## config.mk

```make
export PLATFORM = sky130hd
export DESIGN_NAME = mult
export DESIGN_NICKNAME = d
export VERILOG_FILES = /design/src/rtl/mult_pkg.sv /design/src/rtl/booth_step.sv /design/src/rtl/mult.sv
export SDC_FILE = /design/constraint.sdc
export NUM_CORES = 1
export LEC_CHECK = 0
export CORE_MARGIN = 2
export CORE_UTILIZATION = 40
export DETAILED_ROUTE_END_ITERATION = 8
export GPL_ROUTABILITY_DRIVEN = 0
export SETUP_SLACK_MARGIN = 0.4
export SLEW_MARGIN = 25
export SYNTH_ARGS = -nofsm -noshare
export SYNTH_HDL_FRONTEND = slang
export SYNTH_SLANG_ARGS = --single-unit
```

## constraint.sdc

```tcl
create_clock -name clk -period 5.2 [get_ports clk]
set_clock_uncertainty 0.15 [all_clocks]
set_input_delay 0.52 -clock clk [delete_from_list [all_inputs] [get_ports clk]]
set_output_delay 0.52 -clock clk [all_outputs]
set_load 0.02 [all_outputs]
```

## src/rtl/mult_pkg.sv

```systemverilog
// Shared types and sizing constants for the sequential Booth multiplier.
// The counter width derives from the step count so that the full count fits.
package mult_pkg;

  localparam int MULT_WIDTH = 32;
  localparam int MULT_STEPS = MULT_WIDTH;

  // Bits needed to hold the values 0..steps inclusive.
  function automatic int cnt_width(input int steps);
    return $clog2(steps + 1);
  endfunction

  localparam int MULT_CNT_W = cnt_width(MULT_STEPS);

  typedef enum logic {
    IDLE = 1'b0,
    RUN  = 1'b1
  } mult_state_t;

endpackage

```

## src/rtl/booth_step.sv

```systemverilog
// One radix-2 Booth iteration: add/subtract the multiplicand into the accumulator,
// then arithmetic-shift {acc, q, q_1} right by one. Purely combinational.
module booth_step #(
  parameter int W = 32
) (
  input  logic [W:0]   acc,
  input  logic [W-1:0] q,
  input  logic         q_1,
  input  logic [W:0]   m,
  output logic [W:0]   acc_next,
  output logic [W-1:0] q_next,
  output logic         q_1_next
);

  logic [W:0] sum;

  always_comb begin
    // NOTE: every always_comb output gets a default first so no path can infer a latch.
    sum      = acc;
    acc_next = '0;
    q_next   = '0;
    q_1_next = 1'b0;

    unique case ({q[0], q_1})
      2'b01:   sum = acc + m;
      2'b10:   sum = acc - m;
      default: sum = acc;
    endcase

    // Sign bit replicates from the accumulator MSB; its LSB drops into q.
    acc_next = {sum[W], sum[W:1]};
    q_next   = {sum[0], q[W-1:1]};
    q_1_next = q[0];
  end

endmodule

```

## src/rtl/mult.sv

```systemverilog
// Sequential signed WIDTH x WIDTH multiplier (radix-2 Booth), WIDTH steps per product.
// Start/end handshake and Hi/Lo split match the iterative divider.
module mult
  import mult_pkg::*;
#(
  parameter int WIDTH = MULT_WIDTH
) (
  input  logic             clk,
  input  logic             reset,
  input  logic [WIDTH-1:0] InA,
  input  logic [WIDTH-1:0] InB,
  input  logic             MultControl,
  output logic [WIDTH-1:0] Hi,
  output logic [WIDTH-1:0] Lo,
  output logic             MultEnd
);

  localparam int CNT_W = cnt_width(WIDTH);

  mult_state_t      state;
  logic [WIDTH:0]   acc;
  logic [WIDTH-1:0] q;
  logic             q_1;
  logic [WIDTH:0]   m;
  logic [CNT_W-1:0] cnt;

  logic [WIDTH:0]   acc_n;
  logic [WIDTH-1:0] q_n;
  logic             q_1_n;

  booth_step #(.W(WIDTH)) u_step (
    .acc      (acc),
    .q        (q),
    .q_1      (q_1),
    .m        (m),
    .acc_next (acc_n),
    .q_next   (q_n),
    .q_1_next (q_1_n)
  );

  // Priority: reset, then start (restarts from any state), then a Booth step in RUN.
  always_ff @(posedge clk) begin
    // NOTE: sequential state uses non-blocking assignments so all registers update together.
    if (!reset) begin
      state   <= IDLE;
      acc     <= '0;
      q       <= '0;
      q_1     <= 1'b0;
      m       <= '0;
      cnt     <= '0;
      Hi      <= '0;
      Lo      <= '0;
      MultEnd <= 1'b0;
    end else if (MultControl) begin
      state   <= RUN;
      acc     <= '0;
      q       <= InA;
      q_1     <= 1'b0;
      m       <= {InB[WIDTH-1], InB};
      cnt     <= CNT_W'(WIDTH);
      MultEnd <= 1'b0;
    end else begin
      MultEnd <= 1'b0;
      if (state == RUN) begin
        acc <= acc_n;
        q   <= q_n;
        q_1 <= q_1_n;
        cnt <= cnt - 1'b1;
        // Last step: publish the product straight from the step outputs.
        if (cnt == CNT_W'(1)) begin
          Hi      <= acc_n[WIDTH-1:0];
          Lo      <= q_n;
          MultEnd <= 1'b1;
          state   <= IDLE;
        end
      end
    end
  end

endmodule

```

Word level (Yosys, flattened, before mapping)
Index checks and enable logic that the tools add are counted.
- flip-flop bits (word level): 169
- input bits: 67
- output and inout bits: 65
- word-level logic and storage cells: 32
- add/subtract/negate cells: 3
- equal/unequal tests: 3
- mux-type cells: 9
- bitwise gates (word level): 3
- reduce and logical (&&, ||, !) cells: 4
- operator list (operator ; number):
    33-bit one-hot mux with 2 select lines ; 1
    32-bit 2-to-1 mux ; 2
    32-bit by 32-bit adder with 33-bit output ; 1
    32-bit by 32-bit subtractor with 33-bit output ; 1
    6-bit 2-to-1 mux ; 2
    6-bit by 1-bit == test with 1-bit output, second input constant ; 1
    6-bit by 1-bit subtractor with 6-bit output, second input constant ; 1
    1-bit 2-to-1 mux ; 4
    1-bit inverter ; 3
    3-bit AND reduction ; 1
    3-bit OR reduction ; 1
    2-bit by 1-bit == test with 1-bit output, second input constant ; 1
    2-bit == test, second input constant ; 1
    2-bit nonzero test ; 1
    2-bit OR reduction ; 1

Depth between registers and ports, before layout
Gate-level depths: netlist of run 1.
- word-level depth: 4
- mapped depth: 18
- mapped depth without buffers: 18

Modules after synthesis
Synthesis of run 1 repeated with hierarchy kept, for this count alone.
- cells, all modules: 1201
- area total of the unflattened synthesis: 10177.3 µm²
- modules (own cells, without submodules) (module ; times used ; cells each ; area each (µm²) ; seq. area each (µm²)):
    mult ; 1 ; 701 ; 6854.1 ; 3403.3
    booth_step ; 1 ; 500 ; 3323.2 ; 0.0

Worst setup path before layout of run 1
OpenSTA, ideal clock, no wires.
- path kind: reg2reg
- from: reg m[2]
- to: reg Hi[31]
- setup time: 0.130 ns
- data arrival time: 3.750 ns
- data required time: 4.920 ns
- path slack: 1.171 ns
- stages on the path, launching flop included: 19
- path buffers: 0
- period minus slack after synthesis: 4.029 ns
- cell sequence: dfxtp_1 -> nor2_1 -> nor4b_2 -> nand3b_1 -> nor4_1 -> nand2_1 -> nor2_1 -> nor2_1 -> xnor2_1 -> ha_1 -> and3_4 -> a221oi_4 -> o311a_1 -> nand2_2 -> o31ai_4 -> o21ai_2 -> a221oi_2 -> xnor2_1 -> a211oi_2
- word-level cells in the longest chain between the ends: 2
- elaborated cells between the ends (all ways): 3
- classes of those cells: add/sub: 2; mux: 1
- ends and longest elaborated chain (element ; line ; text):
    start: declaration ; mult.sv:24 ; logic [WIDTH:0] m;
    start signal: assignment ; mult.sv:59 ; m <= {InB[WIDTH-1], InB};
    32-bit by 32-bit subtractor with 33-bit output or 32-bit by 32-bit adder with 33-bit output (tied branches) ; booth_step.sv:26, booth_step.sv:25 ;
    33-bit one-hot mux with 2 select lines (*) ; booth_step.sv:24 ; unique case ({q[0], q_1})
    end signal: assignment ; mult.sv:71 ; Hi <= acc_n[WIDTH-1:0];
    end: declaration ; mult.sv:13 ; output logic [WIDTH-1:0] Hi,
Every way passes the cells marked *; elsewhere a longest branch is shown, timed or not.
A chain may end at the register's enable or synchronous reset.

Final worst setup path of run 1
Ends and elaborated chain as after synthesis.

==> results of run 1 <==
==> state kept, by name (all words and copies together) (netlist names) <==
name / cells
m: 32
q_1: 1
q: 32
cnt: 6
state: 1
Lo: 32
MultEnd: 1
acc: 32
Hi: 32
==> path summary, 6_finish.rpt <==
check	startpoint	to	slack, ns
setup / recovery	m[2]$_SDFFE_PN0P_	Hi[31]$_SDFFE_PN0P_	0.84
setup reg to reg	m[2]$_SDFFE_PN0P_	Hi[31]$_SDFFE_PN0P_	0.84
hold reg to reg	Hi[16]$_SDFFE_PN0P_	Hi[16]$_SDFFE_PN0P_	0.31
hold / removal	reset	cnt[5]$_SDFFE_PN0P_	0.27
==> through the flow <==
| stage | setup slack, ns | power [uW] | cell area (sq um) | hold slack, ns | util |
|---|---|---|---|---|---|
| final | 0.837 | 3280 | 11200 | 0.266 | 0.497 |
| after global routing | 0.485 | 3440 | 11200 | 0.248 | 0.497 |
| after CTS | 0.439 | 3300 | 11100 | 0.253 | 0.495 |
| after detailed placement | 0.468 | 2040 | 10600 | 0.305 | 0.469 |
| after global placement | 0.576 | 2030 | 10600 | 0.298 | 0.469 |
| after floorplan | 1.17 | 1860 | 9140 | 0.303 | - |
==> layout make-up <==
class,count,area (sq um),share of cell area
clock inverters,15,156,0.0140
repair buffers,144,1400,0.125
multi-input cells,861,5380,0.481
inverters,19,71.3,0.00638
well taps,285,357,0.0319
flip-flops and latches,169,3390,0.303
clock buffers,17,425,0.0380
==> placed cells by master (no fill, tap or decap), types with 16 or more instances in the layout <==
cell	count
nor2_1	183
dfxtp_1	168
clkdlybuf4s50_1	129
nand2_1	123
a21oi_1	109
mux2i_1	69
xnor2_1	51
o21ai_0	50
ha_1	36
a21boi_0	32
a211oi_1	21
inv_1	18
clkbuf_16	17
o211ai_1	16
==> power by group through the flow <==
stage	Combinational (uW)	Clock (uW)	Sequential, uW
6_report	623	1260	1390
5_1_grt	691	1350	1400
4_1_cts	618	1290	1390
3_5_place_dp	615	0	1420
3_3_place_gp	610	0	1420
2_1_floorplan	459	0	1400
==> cell families after synthesis <==
group | share of synthesized area
AND/OR/NAND/NOR | 0.177
XOR/XNOR | 0.0633
flip-flops | 0.370
adder cells (fa/ha/maj) | 0.0515
buffers and inverters | 0.0456
AO/OA/AOI/OAI | 0.217
multiplexers | 0.0756
==> worst register-to-register path: cells and delay by family, from the launching register on <==
kind / cells / cell delay, ns
simple gates: 9 / 1.67
compound gates: 6 / 1.47
fa+ha+maj: 1 / 0.37
flops: 1 / 0.35
xor+xnor: 2 / 0.26
==> per-layer routing <==
layer | vias to the layer above | global-route usage
met5 | - | 0
met4 | 0 | 0.0538
met3 | 28 | 0.0331
met2 | 184 | 0.322
met1 | 3777 | 0.288
li1 | 4128 | -
==> out/qor.yml, run 1 <==
drt:
  vias: 8117
  drt_iter0_markers: 486
  wire_per_inst_um: 16.1
  drt-met1-wl_um: 12200
  met2_length_um: 10900
  dr.pass1.iters: 6
  viasPerCell: 5.38
  drc: 0
  routed-wl-met3_um: 950
  drt.antenna.violating_nets: 0
  drt-total-wl_um: 24400
  maxUsedRoutingLayer: "met4"
setup_path:
  cp_top_family: "simple AND/OR/NAND/NOR gates"
  worst_setup_path_end_kind: "flop"
  cp.required_ns: 5.40
  ff2ff_path_depth: 18
  crit_path_frequent_cell: "nor2_1"
  path_cells: "nor2_1, nor4b_4, nand3b_1, nor4_4, nand2_1, nor2_1, nor2_1, xnor2_1, ha_1, and3_4, a221oi_4, o311a_1, nand2_2, o31ai_4, o21ai_2, a221oi_2, xnor2_1, a211oi_2"
  startpoint_type: "flop"
  critical_path_class: "reg2reg"
  cp_num_cells: 18
  critPathMaxFanout: 7
  critPathBufInv: 0
  critPathSlowestCell: "ha_1"
  cpPeakStageDelay_ns: 0.37
  crit_arrival_ns: 4.56
clock_network:
  root_buffer: "clkbuf_16"
  h-tree-depth: 4
  clkTransAtPathRegs_ns: 0.07
  cts_sinks: 169
  cts_tree: "yes"
  cts-resized-gates: 0
  hold_buffers: 0
  post_cts_buffers: 0
  cts-buffers-inserted: 17
  clock_latency_ns: 0.44
  clockBufferDepth: 2
yosys:
  yosysMostFrequentCell: "nor2_1"
  synth_nets: 1229
  synth_flop_cell: "dfxtp_1"
  synth_top_cell_area_share: 0.370
  ys_ff_latch: 169
  yosys.area.top_type: "dfxtp_1"
  ys_top_cells_by_count: "nor2_1, dfxtp_1, nand2_1"
  synth_area_leaders: "dfxtp_1, mux2i_1, nor2_1, a21oi_1, nand2_1"
  yosysSeqAreaShare: 0.370
  syn_area_per_cell_sq_um: 8.12
  netlist_instances: 1125
  synth_edf_count: 0
  yosysWarnings: 0
  synth_cell_types: 65
  synth_area_sq_um: 9140
  async_reset_ff_frac: 0
power_and_ir_drop:
  netSwitchingPower_uw: 1030
  pwr-share-seq: 0.425
  power_density_nw_per_um2: 293
  vdd_ir_drop_max_mv: 0.197
  leakage_uw: 0.00426
  clockPowerShare: 0.385
  p_comb_frac: 0.190
  p_int_uw: 2250
  switching_share: 0.314
grt:
  antenna_found_initial: 0
  grt_pass1_vias: 7487
  grt_usage: 0.203
  overflow: 0
  grt_pass1_wl_um: 39500
  grt_max_degree: 85
die:
  die_h_um: 155
  core_area_sq_um: 22500
  die_w_um: 155
  rows: 55
  start_util: 0.406
  fp.dieArea_sq_um: 24100
  io_pins: 132
sta:
  post-route-period-util: 0.839
  tightest_slew_ns: 0.967
  fmax_mhz: 229
  fin_tns_setup_ns: 0
  finalHoldViolCount: 0
  period_needed_ns: 4.36
  slew_headroom: 0.355
  rsz0062_at_grt: "no"
  setup_viol_count_final: 0
  slew_viol_final: 0
layout:
  syn_to_final_growth_pct: 22.4
  drive_above_1_share: 0.0588
  diodes: 0
  nets: 1316
  fillers: 2231
  instances_no_fill: 1510
job:
  drv_cap: 0
placed_design:
  io_buffers: 131
  place_inst: 1478
  dpl.hpwl_um: 17300
outcome:
  status: "finished clean"
worst_hold_path:
  hold_path_class: "in2reg"
  min_path_cells: 2
(Power assumes the default switching activity.)
==> run 2, diff against run 1 <==
==> constraint.sdc (replaced) <==
create_clock -name clk -period 4.03 [get_ports clk]
set_clock_uncertainty 0.15 [all_clocks]
set_input_delay 0.403 -clock clk [delete_from_list [all_inputs] [get_ports clk]]
set_output_delay 0.403 -clock clk [all_outputs]
set_load 0.02 [all_outputs]
==> out/qor.yml, run 2 (synthesis gave the netlist of run 1 again) <==
outcome:
  status: "finished clean"
drt:
  vias: 8328  # +2.6%
  dr.pass1.iters: 5  # -1
  drt.antenna.violating_nets: 0  # unchanged
  drt-total-wl_um: 26100  # +7.2%
  drt_iter0_markers: 513  # +5.6%
  wire_per_inst_um: 16.6  # +2.9%
  viasPerCell: 5.29  # -1.5%
  drc: 0  # unchanged
setup_path:
  worst_setup_path_end_kind: "flop"
  crit_arrival_ns: 4.01  # -0.55 ns
  rrSetupSlack_ns: 0.20  # -0.64 ns
  path_cells: "nor3_1, buf_4, nand4_1, nor2_1, nor2_1, xnor2_1, ha_1, a21o_1, a21o_1, a21oi_2, o211ai_1, a2111oi_1, a31oi_1, o311a_1"
  critPathBufInv: 1  # +1
  cpPeakStageDelay_ns: 0.47  # +0.10 ns
  startpoint_type: "flop"
  reg2reg_to: "acc[22]$_SDFFE_PP0P_"
  ff2ff_path_depth: 14  # -4
  cp_top_family: "compound AO/OA/AOI/OAI gates"
  rr_startpoint: "m[13]$_SDFFE_PN0P_"
  cp.required_ns: 4.21  # -1.19 ns
  critPathSlowestCell: "a2111oi_1"
  critPathMaxFanout: 6  # -1
  critical_path_class: "reg2reg"
clock_network:
  cts-buffers-inserted: 17  # unchanged
  clkTransAtPathRegs_ns: 0.07  # about the same
  cts_sinks: 169  # unchanged
  clock_latency_ns: 0.44  # about the same
  cts_tree: "yes"
  h-tree-depth: 4  # unchanged
  clockBufferDepth: 2  # unchanged
  root_buffer: "clkbuf_16"
  hold_buffers: 0  # unchanged
worst_hold_path:
  hold_path_class: "reg2reg"
  min_path_cells: 2  # unchanged
  min_from: "Lo[25]$_SDFFE_PN0P_"
  whs_endpoint: "Lo[25]$_SDFFE_PN0P_"
die:
  start_util: 0.406  # unchanged
  core_area_sq_um: 22500  # unchanged
  io_pins: 132  # unchanged
  rows: 55  # unchanged
  die_w_um: 155  # unchanged
  die_h_um: 155  # unchanged
  fp.dieArea_sq_um: 24100  # unchanged
power_and_ir_drop:
  power_density_nw_per_um2: 369  # +26%
  vdd_ir_drop_max_mv: 0.188  # -4.3%
  leakage_uw: 0.00471  # +11%
layout:
  drive_above_1_share: 0.154  # +0.0950
  final_common_cell: "nor2_1"
  nets: 1379  # +4.8%
  diodes: 0  # unchanged
  syn_to_final_growth_pct: 32.4
  fillers: 2069  # -7.3%
  final_util: 0.538  # +0.0408
  layout_common_cells: "nor2_1, dfxtp_1, clkdlybuf4s50_1"
sta:
  period_needed_ns: 3.83  # -0.533 ns
  slew_viol_final: 0  # unchanged
  setup_viol_count_final: 0  # unchanged
  setup_ws_ns: 0.200  # -0.637 ns
  slew_headroom: 0.369  # +0.0144
  rsz0062_at_grt: "yes"
  post-route-period-util: 0.950  # +0.111
  finalHoldViolCount: 0  # unchanged
  tightest_slew_ns: 0.947  # -0.0206 ns
  fmax_mhz: 261  # +14%
grt:
  grt_usage: 0.212  # +0.00897
  grt_pass1_vias: 7624  # +1.8%
  antenna_found_initial: 0  # unchanged
  grt_max_degree: 81  # -4.7%
  overflow: 0  # unchanged
  grt_pass1_wl_um: 40900  # +3.4%
placed_design:
  dpl_worst_slack_ns: 0.00761  # -0.461 ns
  io_buffers: 131  # unchanged
  dpl.hpwl_um: 17900  # +3.8%
job:
  drv_cap: 0  # unchanged
-- run 2: cell count changes in the layout (fill, tap and decap cells not counted), moves of 5 or more --
| cell | change |
|---|---|
| a21oi_1 | -14 |
| a21oi_2 | +12 |
| buf_4 | +57 |
| buf_6 | +5 |
| dfxtp_1 | -7 |
| dfxtp_2 | +5 |
| ha_1 | -5 |
| ha_2 | +5 |
| nor2_1 | -6 |
| o21ai_0 | -5 |
| xnor2_1 | -8 |
| xnor2_2 | +7 |
-- run 2: worst max-delay path by stage --
stage | end | cells past startpoint | startpoint | slack (ns)
floorplan | Hi[31]$_SDFFE_PN0P_ | 18 | m[2]$_SDFFE_PN0P_ | 0.29
detailed placement | acc[28]$_SDFFE_PP0P_ | 15 | m[5]$_SDFFE_PN0P_ | 0.008
global route | acc[28]$_SDFFE_PP0P_ | 16 | m[8]$_SDFFE_PN0P_ | -0.03
finish | acc[22]$_SDFFE_PP0P_ | 14 | m[13]$_SDFFE_PN0P_ | 0.20
CTS | acc[31]$_SDFFE_PP0P_ | 18 | m[3]$_SDFFE_PN0P_ | 0.25
global placement | Hi[31]$_SDFFE_PN0P_ | 17 | m[5]$_SDFFE_PN0P_ | 0.1
-- run 2: layer usage --
metal,GRT usage,routed length (um),up-vias
met5,0,0,-
met4,0.0494,276,0
met2,0.335,11600,208
li1,-,-,4237
met1,0.302,12900,3865
met3,0.0398,1310,18
-- run 2: final cells by class --
type,count,area [sq um],share of cell area
multi-input cells,861,5760,0.476
well taps,285,357,0.0295
flip-flops and latches,169,3400,0.281
inverters,19,71.3,0.00589
clock inverters,15,183,0.0151
clock buffers,17,425,0.0352
repair buffers,207,1910,0.157
-- run 2: worst register-to-register path, cell delays in order (launching register included) --
cell and delay, ns:
dfxtp_1 0.37, nor3_1 0.38, buf_4 0.23, nand4_1 0.22
nor2_1 0.17, nor2_1 0.07, xnor2_1 0.23, ha_1 0.39
a21o_1 0.22, a21o_1 0.21, a21oi_2 0.17, o211ai_1 0.23
a2111oi_1 0.48, a31oi_1 0.08, o311a_1 0.14
-- run 2: report_power, final --
group          switching, uW  internal (uW)
combinational            532            461
clock                    829            839
sequential              72.4           1730
total                   1430           3030
-- run 2: timing repair --
item,4_1_cts,5_1_grt
cloned,0,0
pin swaps,48,48
endpoints found under the setup margin,24,39
buffers inserted,17,17
resized for setup,37,53
-- run 2: stage by stage --
| stage | setup TNS (ns) | instances | area [sq um] | total power [uW] | hold slack (ns) |
|---|---|---|---|---|---|
| floorplan | 0 | 1125 | 9180 | 2410 | 0.303 |
| global placement | 0 | 1507 | 10800 | 2670 | 0.301 |
| detailed placement | 0 | 1507 | 10800 | 2670 | 0.306 |
| CTS | 0 | 1556 | 11700 | 4400 | 0.317 |
| global route | -0.0284 | 1573 | 12100 | 4650 | 0.334 |
| finish | 0 | 1573 | 12100 | 4460 | 0.312 |
==> run 3, diff against run 2 <==
--- a/config.mk
+++ b/config.mk
@@ -5,11 +5,13 @@
 export SDC_FILE = /design/constraint.sdc
 export NUM_CORES = 1
 export LEC_CHECK = 0
+export ABC_AREA = 0
 export CORE_MARGIN = 2
 export CORE_UTILIZATION = 40
 export DETAILED_ROUTE_END_ITERATION = 8
 export GPL_ROUTABILITY_DRIVEN = 0
 export SETUP_SLACK_MARGIN = 0.4
+export SKIP_CTS_REPAIR_TIMING = 1
 export SLEW_MARGIN = 25
 export SYNTH_ARGS = -nofsm -noshare
 export SYNTH_HDL_FRONTEND = slang
==> constraint.sdc (replaced) <==
create_clock -name clk -period 4.03 [get_ports clk]
set_clock_uncertainty 0.15 [all_clocks]
set_input_delay 0.806 -clock clk [delete_from_list [all_inputs] [get_ports clk]]
set_output_delay 0.806 -clock clk [all_outputs]
set_load 0.02 [all_outputs]
==> out/qor.yml, run 3 (synthesis gave the netlist of run 1 again) <==
grt:
  overflow: 0  # unchanged
  grt_pass1_vias: 7574  # -0.66%
  antenna_found_initial: 0  # unchanged
  busiest_layer: "met2"
  grt_pass1_wl_um: 40900  # about the same
  grt_max_degree: 74  # -8.6%
  grt_usage: 0.213  # +0.000675
  met2_usage: 0.324  # -0.0102
  grt_use_met1: 0.307  # +0.00521
  use_met3: 0.0465  # +0.00669
sta:
  finalHoldViolCount: 0  # unchanged
  setup_ws_ns: 0.174  # -0.0258 ns
  slew_viol_final: 0  # unchanged
  fmax_mhz: 259  # -0.67%
  slew_headroom: 0.445  # +0.0757
  rsz0062_at_grt: "yes"
  post-route-period-util: 0.957  # +0.00641
  tightest_slew_ns: 0.833  # -0.114 ns
  setup_viol_count_final: 0  # unchanged
  period_needed_ns: 3.86  # +0.0258 ns
layout:
  diodes: 0  # unchanged
  final_util: 0.525  # -0.0127
  nets: 1362  # -1.2%
  final_area_sq_um: 11800  # -2.4%
  drive_above_1_share: 0.124  # -0.0294
  final_common_cell: "nor2_1"
  layout_common_cells: "nor2_1, dfxtp_1, clkdlybuf4s50_1"
  syn_to_final_growth_pct: 29.3
power_and_ir_drop:
  power_uw: 4420  # -0.91%
  power_density_nw_per_um2: 374  # +1.5%
  leakage_uw: 0.00458  # -2.9%
  vdd_ir_drop_max_mv: 0.221  # +17%
worst_hold_path:
  min_path_cells: 2  # unchanged
  hold_path_class: "reg2reg"
  min_from: "Hi[16]$_SDFFE_PN0P_"
setup_path:
  path_cells: "nor2_4, nor4b_4, nand3b_1, nor4_4, nand2_1, nor2_1, nor2_1, xnor2_1, ha_1, a21o_2, a221oi_4, o311a_1, nand2_2, o31ai_4, o21ai_2, buf_4, xnor2_2, a211oi_2, o21a_1"
  worst_setup_path_end_kind: "flop"
  rr_startpoint: "m[3]$_SDFFE_PN0P_"
  critPathMaxFanout: 5  # -1
  startpoint_type: "flop"
  cpPeakStageDelay_ns: 0.37  # -0.10 ns
  cp.required_ns: 4.21  # about the same
  crit_arrival_ns: 4.04  # +0.03 ns
  ff2ff_path_depth: 19  # +5
  critPathSlowestCell: "ha_1"
  crit_start: "m[3]$_SDFFE_PN0P_"
  crit_path_frequent_cell: "nor2_1"
  critical_path_class: "reg2reg"
die:
  rows: 55  # unchanged
  die_h_um: 155  # unchanged
  io_pins: 132  # unchanged
  start_util: 0.406  # unchanged
  fp.dieArea_sq_um: 24100  # unchanged
  die_w_um: 155  # unchanged
  core_area_sq_um: 22500  # unchanged
drt:
  drt_iter0_markers: 549  # +7.0%
  viasPerCell: 5.32  # +0.40%
  drc: 0  # unchanged
  drt.antenna.violating_nets: 0  # unchanged
  vias: 8271  # -0.68%
  wire_per_inst_um: 16.5  # -0.78%
  dr.pass1.iters: 5  # unchanged
  drt-total-wl_um: 25600  # -1.9%
clock_network:
  cts-buffers-inserted: 17  # unchanged
  clockBufferDepth: 2  # unchanged
  clock_latency_ns: 0.44  # about the same
  clkTransAtPathRegs_ns: 0.07  # about the same
  cts_tree: "yes"
  cts_sinks: 169  # unchanged
  root_buffer: "clkbuf_16"
  h-tree-depth: 4  # unchanged
job:
  drv_cap: 0  # unchanged
placed_design:
  dpl-instance-area_sq_um: 10900  # +0.21%
  dpl_worst_slack_ns: 0.0289  # +0.0213 ns
  dpl.hpwl_um: 18300  # +2.0%
  io_buffers: 131  # unchanged
outcome:
  status: "finished clean"
run 3: where the power goes:
part | leakage (uW) | switching [uW] | internal, uW
logic | 0.00290 | 500 | 416
registers | 0.00138 | 74.1 | 1730
clock network | 0.000292 | 812 | 892
run 3: worst max-delay path, delay by kind of cell, from the launching register on:
family	cells	cell delay, ns
flip-flops	1	0.35
buffers and inverters	1	0.15
AO/OA/AOI/OAI	7	1.30
AND/OR/NAND/NOR	8	1.15
XOR/XNOR	2	0.30
adder cells (fa/ha/maj)	1	0.37
run 3: per-layer routing:
layer	wire length (um)	part of all wire
met1	12900	0.50
met2	11100	0.43
met3	1410	0.055
met4	241	0.0094
met5	0	0
run 3: worst paths after layout:
check                          to  slack [ns]
max          acc[27]$_SDFFE_PP0P_        0.17
min           Hi[16]$_SDFFE_PN0P_        0.31
max reg2reg  acc[27]$_SDFFE_PP0P_        0.17
min reg2reg   Hi[16]$_SDFFE_PN0P_        0.31
run 3: metrics by stage:
step           setup TNS (ns)  hold slack, ns  instances
2_1_floorplan               0           0.303       1125
3_3_place_gp                0           0.299       1510
3_5_place_dp                0           0.302       1510
4_1_cts               -0.0123           0.312       1542
5_1_grt                -0.423           0.334       1556
6_report                    0           0.306       1556
run 3: cell type report:
cell class,instances,area (sq um)
Fill cell,2185,10700
Multi-Input combinational cell,861,5620
Sequential cell,169,3400
Timing Repair Buffer,190,1770
Clock buffer,17,425
Tap cell,285,357
Clock inverter,15,181
Inverter,19,71.3
